`src/rtl/mux_4to1.sv`:
```
// mux_4to1: 4-lane selector with a combinational output and a one-cycle registered copy.
module mux_4to1 #(
  parameter int DATA_W = 1
) (
  input  logic                clk,
  input  logic                rst,
  input  logic [4*DATA_W-1:0] a,
  input  logic [1:0]          sel,
  input  logic                in_valid,
  output logic [DATA_W-1:0]   y,
  output logic [DATA_W-1:0]   y_q,
  output logic [1:0]          sel_q,
  output logic                out_valid
);
  logic [DATA_W-1:0] y_d;
  logic [1:0]        sel_d;
  logic              valid_d;
  // An unknown select poisons the whole output rather than merging lanes bitwise.
  always_comb begin
    case (sel)
      2'd0:    y = a[0*DATA_W +: DATA_W];
      2'd1:    y = a[1*DATA_W +: DATA_W];
      2'd2:    y = a[2*DATA_W +: DATA_W];
      2'd3:    y = a[3*DATA_W +: DATA_W];
      default: y = {DATA_W{1'bx}};
    endcase
  end
  assign y_d     = rst ? '0 : in_valid ? y : y_q;
  assign sel_d   = rst ? 2'b00 : in_valid ? sel : sel_q;
  assign valid_d = !rst && in_valid;
  always_ff @(posedge clk) begin
    y_q       <= y_d;
    sel_q     <= sel_d;
    out_valid <= valid_d;
  end
endmodule

```
`config.mk`:
```
export PLATFORM = sky130hd
export DESIGN_NAME = mux_4to1
export DESIGN_NICKNAME = d
export VERILOG_FILES = /design/src/rtl/mux_4to1.sv
export SDC_FILE = /design/constraint.sdc
export NUM_CORES = 1
export LEC_CHECK = 0
export BUFFER_PORTS_ARGS = -buffer_cell sky130_fd_sc_hd__buf_2
export CAP_MARGIN = 5
export CORE_AREA = 3 3 40 42
export DETAILED_ROUTE_END_ITERATION = 16
export DIE_AREA = 0 0 43 45
export GPL_TIMING_DRIVEN = 0
export MAX_ROUTING_LAYER = met4
export PLACE_DENSITY = 0.38
export SETUP_SLACK_MARGIN = 0.02
export SLEW_MARGIN = 0
export SYNTH_ARGS = -nofsm -noshare
export SYNTH_HDL_FRONTEND = slang
export SYNTH_SLANG_ARGS = --single-unit
export TNS_END_PERCENT = 20
```
`constraint.sdc`:
```
create_clock -name clk -period 1.4 [get_ports clk]
set_clock_uncertainty 0.2 [all_clocks]
set_input_delay 0.35 -clock clk [delete_from_list [all_inputs] [get_ports clk]]
set_output_delay 0.35 -clock clk [all_outputs]
set_load 0.005 [all_outputs]
```
## After elaboration in Yosys (flattened, before gate mapping)

Index checks and enable logic that the tools add are counted.

| word-level totals | value |
|---|---|
| output and inout bits | 5 |
| flip-flop bits (word level) | 4 |

| cells by class | value |
|---|---|
| reduce and logical (&&, ||, !) cells | 3 |
| muxes and demuxes | 1 |
| equal/unequal tests | 3 |

Operator list:

| kind | number |
|---|---|
| equality test 2 bit (second input constant) | 2 |
| case mux 1 bit (4 select lines) | 1 |
| equality test 2 x 1 -> 1 bit (second input constant) | 1 |
| logical NOT 2 bit | 1 |
| logical AND 1 bit | 1 |
| logical NOT 1 bit | 1 |

## Logic depth before layout (Yosys ltp)

Gate-level depths: netlist (run 1).

| depth | value |
|---|---|
| depth in word-level cells | 2 |
| gate-level depth with buffers | 2 |

## Least setup slack after synthesis (run 1)

Ideal clock, no wire load.

| timing | value |
|---|---|
| path kind | input-to-output |
| start | in sel[1] |
| end | out y |
| arrival | 641 ps |
| path buffers | 0 |
| stages on the path | 2 |
| slack | 209 ps |
| cells stage by stage | mux2i_1 mux2i_1 |

| on the way | value |
|---|---|
| word-level cells in the longest chain between the ends | 2 |
| elaborated cells between the ends (all ways) | 5 |
| those cells by class | 3 x eq/ne; 1 x mux; 1 x reduce/logical |

RTL lines:

| element | line | text |
|---|---|---|
| start, declared | 8 | `input logic [1:0] sel,` |
| equality test 2 bit, or another cell as far along | 20 | `case (sel)` |
| case mux 1 bit (4 select lines) * | 20 |  |
| end, declared | 10 | `output logic [DATA_W-1:0] y,` |

Every way passes the cells marked *; elsewhere a longest branch is shown, timed or not.

## Worst setup path in the final report (run 1)

Ends and elaborated chain as after synthesis.

==> results.md, run 1 <==
* Failing checks: setup timing
* Yosys warns at 0
* Crit-path max FO at 3
* Slowest cell on the critical path: mux2i_2
* Synth top area share at 0.451
* WL final at 558 µm
* Syn Std Cell Area at 178 µm²
* Final nets at 49
* Max_cap viols at 0
* Die width at 43 µm
* Adder-cell share of the synthesized area at 0
* Design Area, Final at 353 µm²
* F_max at 693 MHz
* Library cells used by synthesis at 8
* Worst Path Required at 0.85 ns
* Final WS setup at -0.0438 ns
* Max-slew headroom at 0.868
* First-pass GRT wire length at 862 µm
* Syn-to-layout area delta at 98.6%
* PortBufs at 13
* Crit-path cells: buf_8 -> mux2i_2 -> mux2i_1 -> buf_2
* Root buf cell: clkbuf_4
* Clk_lat worst skew at 0.23 ns
* Hold Vio Cnt, Final at 0
* Hold Path Class: in -> reg
* Synthesized area per cell at 11.1 µm²
* Peak VDD IR at 0.000154 V
* H-tree levels at 1
* Largest net degree at the start of global routing at 7
* Layout cells sized above 1 at 0.684
* Post-route setup TNS at -0.0438 ns
* Worst setup SP type: primary input
* Post-Synth Simple-Gate Area at 0.218
* Total grt overflow at 0
* Core ar. at 1280 µm²
* Antenna violations before repair at 0
* Post-synthesis compound-gate area fraction at 0.0493
* Synthesized Nets at 25
* Seq/Total Area, Yosys at 0.451
* Crit path DAT at 0.89 ns
* Crit path from: sel[1]
* Finish-stage setup viols at 1
* Crit. End Element: output port
* Post-synthesis mux area share at 0.282
* Post-synth top area cell: dfxtp_1
* Pwr dens at 979 nW/µm²
* Post-route DRC at 0
* Xor/xnor cell area share of the yosys netlist at 0
* Leakage at 0.176 nW
* Number of diodes at 0
* GRT Total Usage at 0.0703
* RSZ-0062 raised after global routing: yes
* WS Path Type: in -> out
* Post-synthesis register bit count at 4
* Hold Startpoint: rst
* Register area at 80.1 µm²
* Post-synth EDFFs at 0
* CTS Buf Count at 3
* Clk pin slew, worst setup/hold paths at 0.04 ns
* Worst Tran Pin Value at 0.194 ns
* Final hold slack at 0.145 ns
* Placed Area at 262 µm²
* Critical Path Max Stage Delay at 0.24 ns
* Asr flop ratio synth at 0
* Final Cycle Share at 1.03
* DP Worst Slack at -0.0725 ns
* Slew Limit Fails at 0
* Wire per inst at 10.5 µm
* Synth area leaders: dfxtp_1 (45%), mux2i_1 (28%), o221ai_1 (4.9%)
* Cells after Synth at 16
* Fin util at 0.275
* FF-to-FF path depth at 2
* Hold path depth at 2
* Clock buffer depth at 2
* Die height at 45 µm
* Drt via density at 3.83
* ANT nets after route at 0
* Post-synth top cells: mux2i_1 (5), dfxtp_1 (4), nor2_1 (2)
* Initial Utilization at 0.138
* Fill cells at 151
* Multi-input logic area at 111 µm²
* Top-count cell post-synth: mux2i_1
* Global placement routability congestion at 0.568
* Vias in the first global route at 219
* Die area at 1940 µm²
* DRC marker count from the first detailed-route iteration at 1
* Largest family of logic cells by synthesized area: multiplexers
* Run status: finished with violations
* CTS tree: done
* Clock Sink Count at 4
* Ports at 14
* Via Count at 203
* Critical R2R Launch: y_q
* Drt pass-1 iters at 4
* Tmin final at 1.44 ns
* Std-Cell Rows at 13
* Most used DFF post-synth: dfxtp_1
cell usage in the layout, fill, tap and decap left out, drive strengths merged:
cell / count
buf: 19
mux2i: 5
dfxtp: 4
clkbuf: 3
nor2: 2
or3b: 2
nor2b: 1
nand3b: 1
o221ai: 1
metrics by stage:
step | instances | power [mW]
after detailed placement | 44 | 0.173
after CTS | 53 | 0.344
after global routing | 53 | 0.372
final | 53 | 0.345
after floorplan | 16 | 0.145
after global placement | 44 | 0.173
worst max-delay path, delay by kind of cell:
kind	cells	cell delay, ns
buffers and inverters	2	0.21
muxes	2	0.33
sequential cells by signal, indices dropped and copies added (netlist names):
| signal | cells |
|---|---|
| out_valid | 1 |
| sel_q | 2 |
| y_q | 1 |
metal layers:
metal,share of wire,global-route usage,vias to the layer above
met5,0,-,-
met4,0,0.0904,0
met3,0.072,0.0319,0
met2,0.53,0.108,6
met1,0.40,0.0554,94
li1,-,-,103
timing repair:
item | in CTS | in global routing
hold buffers | 0 | 0
resized for setup | 3 | 3
buffers inserted | 6 | 0
endpoints found under the setup margin | 1 | 2
logic make-up (layout without fill, tap and decap cells):
family | Yosys count | in the layout
muxes | 5 | 5
DFF | 4 | 4
AOI/OAI and AO/OA | 1 | 1
and+or+nand+nor | 6 | 6
buffers and inverters | 0 | 22
final cells by class:
type / count / share of cell area
Timing Repair Buffer: 19 / 0.340
Multi-Input combinational cell: 12 / 0.316
Sequential cell: 4 / 0.227
Clock buffer: 3 / 0.0638
Tap cell: 15 / 0.0532
power by group:
part	total (mW)	internal (mW)	switching, mW
clock network	0.145	0.0960	0.0490
registers	0.125	0.122	0.00289
logic	0.0757	0.0476	0.0281
final timing paths:
check              endpoint  slack (ns)
setup reg to reg        y_q        0.28
setup / recovery          y       -0.04
hold reg to reg    sel_q[1]        0.29
hold / removal    out_valid        0.15
Note: power is estimated with default switching activity, not from simulation.
==> inputs of run 2 (changes only) <==
--- a/config.mk
+++ b/config.mk
@@ -7,12 +7,14 @@
 export LEC_CHECK = 0
 export BUFFER_PORTS_ARGS = -buffer_cell sky130_fd_sc_hd__buf_2
 export CAP_MARGIN = 5
+export CELL_PAD_IN_SITES_DETAIL_PLACEMENT = 2
+export CELL_PAD_IN_SITES_GLOBAL_PLACEMENT = 2
 export CORE_AREA = 3 3 40 42
 export DETAILED_ROUTE_END_ITERATION = 16
 export DIE_AREA = 0 0 43 45
 export GPL_TIMING_DRIVEN = 0
 export MAX_ROUTING_LAYER = met4
-export PLACE_DENSITY = 0.38
+export PLACE_DENSITY = 0.57
 export SETUP_SLACK_MARGIN = 0.02
 export SLEW_MARGIN = 0
 export SYNTH_ARGS = -nofsm -noshare
==> run 2 against run 1 <==
Net effect: the run still ends with setup timing left; combinational power is 21% lower; register-to-register slack hardly changed; hold slack better by 0.0049 ns; sequential share of layout area is 2.8 points higher; power is 6.4% lower; core utilization is 3.0 points lower; largest cell class is now multi-input combinational cells; cell area is 11% lower; non-clock buffer count is 5 lower.
==> results.md, run 2 (same netlist as run 1, synthesis figures left out) <==
* Pwr dens at 1030 nW/µm² (was 979 nW/µm²)
* Antenna violations before repair at 0 (unchanged)
* R2r setup slk at 0.28 ns (about the same)
* Hold Startpoint: rst (unchanged)
* Die height at 45 µm (unchanged)
* Failing checks: setup timing (unchanged)
* WS Path Type: in -> out (unchanged)
* F_max at 693 MHz (about the same)
* Crit path DAT at 0.89 ns (about the same)
* Max_cap viols at 0 (unchanged)
* Final WS setup at -0.0432 ns (was -0.0438 ns)
* Max reg flops at 2 (unchanged)
* Fin util at 0.244 (was 0.275)
* Global placement routability congestion at 0.779 (was 0.568)
* Clock buffer depth at 2 (unchanged)
* Wire per inst at 11.5 µm (was 10.5 µm)
* Internal power at 0.252 mW (was 0.265 mW)
* Syn-to-layout area delta at 76.8% (was 98.6%)
* Die width at 43 µm (unchanged)
* Hold Path Class: in -> reg (unchanged)
* RSZ-0062 raised after global routing: yes (unchanged)
* Core ar. at 1280 µm² (unchanged)
* Post-DP HPWL at 453 µm
* Total power at 0.323 mW (was 0.345 mW)
* Largest Register: sel_q (unchanged)
* First-pass GRT wire length at 966 µm (was 862 µm)
* Root buf cell: clkbuf_4 (unchanged)
* H-tree levels at 1 (unchanged)
* Crit. End Element: output port (unchanged)
* Final hold slack at 0.150 ns (was 0.145 ns)
* Ports at 14 (unchanged)
* Clock Sink Count at 4 (unchanged)
* Reg power frac at 0.385 (was 0.361)
* Via Count at 200 (was 203)
* Die area at 1940 µm² (unchanged)
* Clk_lat worst skew at 0.23 ns (about the same)
* Largest registers: sel_q: 2 flops, out_valid: 1 flops, y_q: 1 flops (unchanged)
* Final nets at 44 (was 49)
* Placed Area at 262 µm² (unchanged)
* Design Area, Final at 314 µm² (was 353 µm²)
* Leakage at 0.153 nW (was 0.176 nW)
* DP Worst Slack at -0.142 ns (was -0.0725 ns)
* Critical R2R Launch: y_q (unchanged)
* Finish-stage setup viols at 1 (unchanged)
* Final Cycle Share at 1.03 (about the same)
* Comb power frac at 0.185 (was 0.219)
* Worst Path Required at 0.85 ns (about the same)
* Most frequent cells in the layout: buf_2 (12), mux2i_1 (4), dfxtp_1 (4), clkbuf_4 (3), nor2_1 (2) (was buf_2 (12), buf_4 (6), dfxtp_1 (4), mux2i_1 (3), clkbuf_4 (3))
* Slew Limit Fails at 0 (unchanged)
* Hold buffer count at CTS at 0 (unchanged)
* Vias in the first global route at 230 (was 219)
* Tmin final at 1.44 ns (about the same)
* Initial Utilization at 0.138 (unchanged)
* Post-Place Cells at 44 (unchanged)
* Worst setup SP type: primary input (unchanged)
* Post-route DRC at 0 (unchanged)
* Hold Vio Cnt, Final at 0 (unchanged)
* Net Sw Frac at 0.220 (was 0.232)
* CTS tree: done (unchanged)
* Fill cells at 150 (was 151)
* Drt via density at 4.17 (was 3.83)
* WL final at 550 µm (was 558 µm)
* Total grt overflow at 0 (unchanged)
* Multi-input logic area at 110 µm² (was 111 µm²)
* Drt pass-1 iters at 1 (was 4)
* PortBufs at 13 (unchanged)
* Peak VDD IR at 0.000643 V (was 0.000154 V)
* Std-Cell Rows at 13 (unchanged)
* RR Endpoint: y_q (unchanged)
* Clock power frac at 0.430 (was 0.420)
* DRC marker count from the first detailed-route iteration at 0 (was 1)
* Register area at 80.1 µm² (unchanged)
* Run status: finished with violations (unchanged)
* Max-slew headroom at 0.873 (was 0.868)
* CTS Buf Count at 3 (unchanged)
* Clk pin slew, worst setup/hold paths at 0.04 ns (about the same)
* Min-Delay Endpoint: sel_q[1] (was out_valid)
* Layout cells sized above 1 at 0.576 (was 0.684)
* Crit-path max FO at 3 (unchanged)
* NetSw at 0.0710 mW (was 0.0800 mW)
* ANT nets after route at 0 (unchanged)
* Largest net degree at the start of global routing at 7 (unchanged)
* Number of diodes at 0 (unchanged)
* GRT Total Usage at 0.0703 (about the same)
* Hold path depth at 2 (unchanged)
* Worst Tran Pin Value at 0.185 ns (was 0.194 ns)
* Finished Layout Cells at 48 (was 53)
* Post-route setup TNS at -0.0432 ns (was -0.0438 ns)
* FF-to-FF path depth at 2 (unchanged)
* Commonest non-fill, non-tap cell in the layout: buf_2 (unchanged)
run 2: metal layers:
metal  global-route usage  vias up  routed length (µm)
li1                     -       95                   -
met1               0.0673       92                 220
met2                0.114       13                 236
met3               0.0637        0                  92
met4                    0        0                   0
met5                    -        -                   0
run 2: final cells by class:
class,instances,area share
clock buffer,3,0.0717
multi-input combinational,12,0.351
sequential,4,0.255
tap,15,0.0598
timing repair buffer,14,0.263
run 2: power by group through the flow:
stage	Combinational (mW)	Sequential (mW)	Clock, mW
floorplan	0.0175	0.127	0
global placement	0.0469	0.126	0
detailed placement	0.0493	0.126	0
CTS	0.0576	0.125	0.147
global route	0.0663	0.125	0.161
finish	0.0598	0.124	0.139
run 2: repair_timing:
action / in CTS / in global routing
setup buffers: 1 / 0
gates cloned: 0 / 0
resized for setup: 4 / 1
setup endpoints to repair: 1 / 1
run 2: how the worst max path moves through the flow:
stage,start,endpoint,slack (ns),cells past startpoint
finish,sel[1],y,-0.04,4
global route,sel[1],y,-0.09,4
CTS,sel[1],y,-0.05,4
detailed placement,sel[1],y,-0.14,4
global placement,sel[1],y,-0.1,4
floorplan,sel[1],y,0.21,2
run 2: worst max-delay path, stage by stage:
cell and delay (ns):
buf_8 0.09, mux2i_1 0.23, mux2i_1 0.10, buf_2 0.13
==> inputs of run 3 (changes only) <==
--- a/config.mk
+++ b/config.mk
@@ -14,7 +14,7 @@
 export DIE_AREA = 0 0 43 45
 export GPL_TIMING_DRIVEN = 0
 export MAX_ROUTING_LAYER = met4
-export PLACE_DENSITY = 0.57
+export PLACE_DENSITY_LB_ADDON = 0.15
 export SETUP_SLACK_MARGIN = 0.02
 export SLEW_MARGIN = 0
 export SYNTH_ARGS = -nofsm -noshare
==> run 3 against run 2 <==
Net effect: the flow still finishes with violations (setup timing); cell area is 4.8% higher; die area unchanged; setup slack better by 0.0053 ns; critical path depth is the same; clock power grew 4%; hold slack got worse by 0.00070 ns; non-clock buffer count grew 2; largest cell class unchanged.
==> results.md, run 3 (same netlist as run 1, synthesis figures left out) <==
* Leakage at 0.163 nW (was 0.153 nW)
* Worst setup SP type: primary input (unchanged)
* Commonest non-fill, non-tap cell in the layout: buf_2 (unchanged)
* Largest Register: sel_q (unchanged)
* Ports at 14 (unchanged)
* Clock buffer depth at 2 (unchanged)
* Hold Startpoint: rst (unchanged)
* Failing checks: setup timing (unchanged)
* Crit. End Element: output port (unchanged)
* Final WS setup at -0.0380 ns (was -0.0432 ns)
* H-tree levels at 1 (unchanged)
* Antenna violations before repair at 0 (unchanged)
* Hold buffer count at CTS at 0 (unchanged)
* Clk_lat worst skew at 0.23 ns (about the same)
* Max-slew headroom at 0.875 (was 0.873)
* Worst Tran Pin Value at 0.182 ns (was 0.185 ns)
* Worst Path Required at 0.85 ns (about the same)
* CP Buf/Inv Count at 2 (unchanged)
* CTS Buf Count at 3 (unchanged)
* Die area at 1940 µm² (unchanged)
* Clock Sink Count at 4 (unchanged)
* Finish-stage setup viols at 1 (unchanged)
* Initial Utilization at 0.138 (unchanged)
* F_max at 695 MHz (was 693 MHz)
* Fill cells at 156 (was 150)
* Placed Area at 262 µm² (unchanged)
* ANT nets after route at 0 (unchanged)
* Pwr dens at 1010 nW/µm² (was 1030 nW/µm²)
* First-pass GRT wire length at 897 µm (was 966 µm)
* Root buf cell: clkbuf_4 (unchanged)
* Hold Vio Cnt, Final at 0 (unchanged)
* Die width at 43 µm (unchanged)
* Post-route DRC at 0 (unchanged)
* Post-Place Cells at 44 (unchanged)
* Total grt overflow at 0 (unchanged)
* Most frequent cells in the layout: buf_2 (12), mux2i_1 (4), dfxtp_1 (4), clkbuf_4 (3), buf_4 (3) (was buf_2 (12), mux2i_1 (4), dfxtp_1 (4), clkbuf_4 (3), nor2_1 (2))
* RSZ-0062 raised after global routing: yes (unchanged)
* Run status: finished with violations (unchanged)
* Clk pin slew, worst setup/hold paths at 0.04 ns (about the same)
* Total power at 0.332 mW (was 0.323 mW)
* Slew Limit Fails at 0 (unchanged)
* Max_cap viols at 0 (unchanged)
* Std-Cell Rows at 13 (unchanged)
* Crit path DAT at 0.89 ns (about the same)
* Hold Path Class: in -> reg (unchanged)
* Peak VDD IR at 0.000398 V (was 0.000643 V)
* DRC marker count from the first detailed-route iteration at 6 (was 0)
* Via Count at 200 (unchanged)
* Tmin final at 1.44 ns (about the same)
* WS Path Type: in -> out (unchanged)
* Final nets at 46 (was 44)
* GRT Total Usage at 0.0711 (was 0.0703)
* DP Worst Slack at -0.126 ns (was -0.142 ns)
* Delay-heaviest family, CP: multiplexers (unchanged)
* Crit path from: sel[1] (unchanged)
* CTS tree: done (unchanged)
* Max reg flops at 2 (unchanged)
* Wire per inst at 11.1 µm (was 11.5 µm)
* Finished Layout Cells at 50 (was 48)
* Core ar. at 1280 µm² (unchanged)
* Syn-to-layout area delta at 85.2% (was 76.8%)
* WL final at 553 µm (was 550 µm)
* Drt pass-1 iters at 2 (was 1)
* Drt via density at 4.00 (was 4.17)
* Critical Path Max Stage Delay at 0.17 ns (was 0.23 ns)
* Post-DP HPWL at 433 µm (was 453 µm)
* Crit-path max FO at 3 (unchanged)
* PortBufs at 13 (unchanged)
* Slowest cell on the critical path: mux2i_4 (was mux2i_1)
* Crit-path cells: buf_8 -> mux2i_4 -> mux2i_1 -> buf_2 (was buf_8 -> mux2i_1 -> mux2i_1 -> buf_2)
* Largest registers: sel_q: 2 flops, out_valid: 1 flops, y_q: 1 flops (unchanged)
* Largest net degree at the start of global routing at 7 (unchanged)
* Die height at 45 µm (unchanged)
* Global placement routability congestion at 0.619 (was 0.779)
* Design Area, Final at 329 µm² (was 314 µm²)
* Critical R2R Launch: y_q (unchanged)
* Vias in the first global route at 216 (was 230)
* Layout cells sized above 1 at 0.600 (was 0.576)
* Number of diodes at 0 (unchanged)
* Final Cycle Share at 1.03 (about the same)
[run 3: cell count changes in the layout (fill, tap and decap cells not counted), sizes merged]
cell,change
buf,+2
[run 3: cell type report]
class / instances / area, µm² / area share
clock buffers: 3 / 22.5 / 0.0684
multi-input cells: 12 / 110 / 0.335
flip-flops and latches: 4 / 80.1 / 0.243
well taps: 15 / 18.8 / 0.0570
repair buffers: 16 / 97.6 / 0.297
[run 3: repair_timing]
action,CTS,global route
endpoints found under the setup margin,1,1
resized for setup,4,1
setup buffers,2,1
[run 3: per-stage QoR]
stage	setup TNS (ns)	hold slack, ns	util
2_1_floorplan	0	0.222	-
3_3_place_gp	-0.103	0.272	0.204
3_5_place_dp	-0.126	0.287	0.204
4_1_cts	-0.0479	0.153	0.243
5_1_grt	-0.109	0.160	0.256
6_report	-0.0380	0.149	0.256
[run 3: path summary, 6_finish.rpt]
kind | endpoint | slack [ns] | depth (start not counted)
setup / recovery | y | -0.04 | 4
hold / removal | out_valid | 0.15 | 2
setup reg to reg | y_q | 0.30 | 2
hold reg to reg | sel_q[1] | 0.29 | 2
[run 3: worst register-to-register path, stage by stage, from the launching register on]
cell      delay (ns)
dfxtp_1         0.31
or3b_2          0.43
o221ai_1        0.08
[run 3: power by group]
part           switching (mW)  internal [mW]  total, mW
clock                  0.0487         0.0960      0.145
combinational          0.0249         0.0381     0.0630
sequential            0.00251          0.122      0.124
[run 3: layer usage]
layer / GRT usage / vias to the layer above / share of wire
li1: - / 97 / -
met4: 0.0723 / 0 / 0.031
met5: - / - / 0
met1: 0.0697 / 89 / 0.37
met2: 0.0898 / 12 / 0.46
met3: 0.0478 / 2 / 0.14
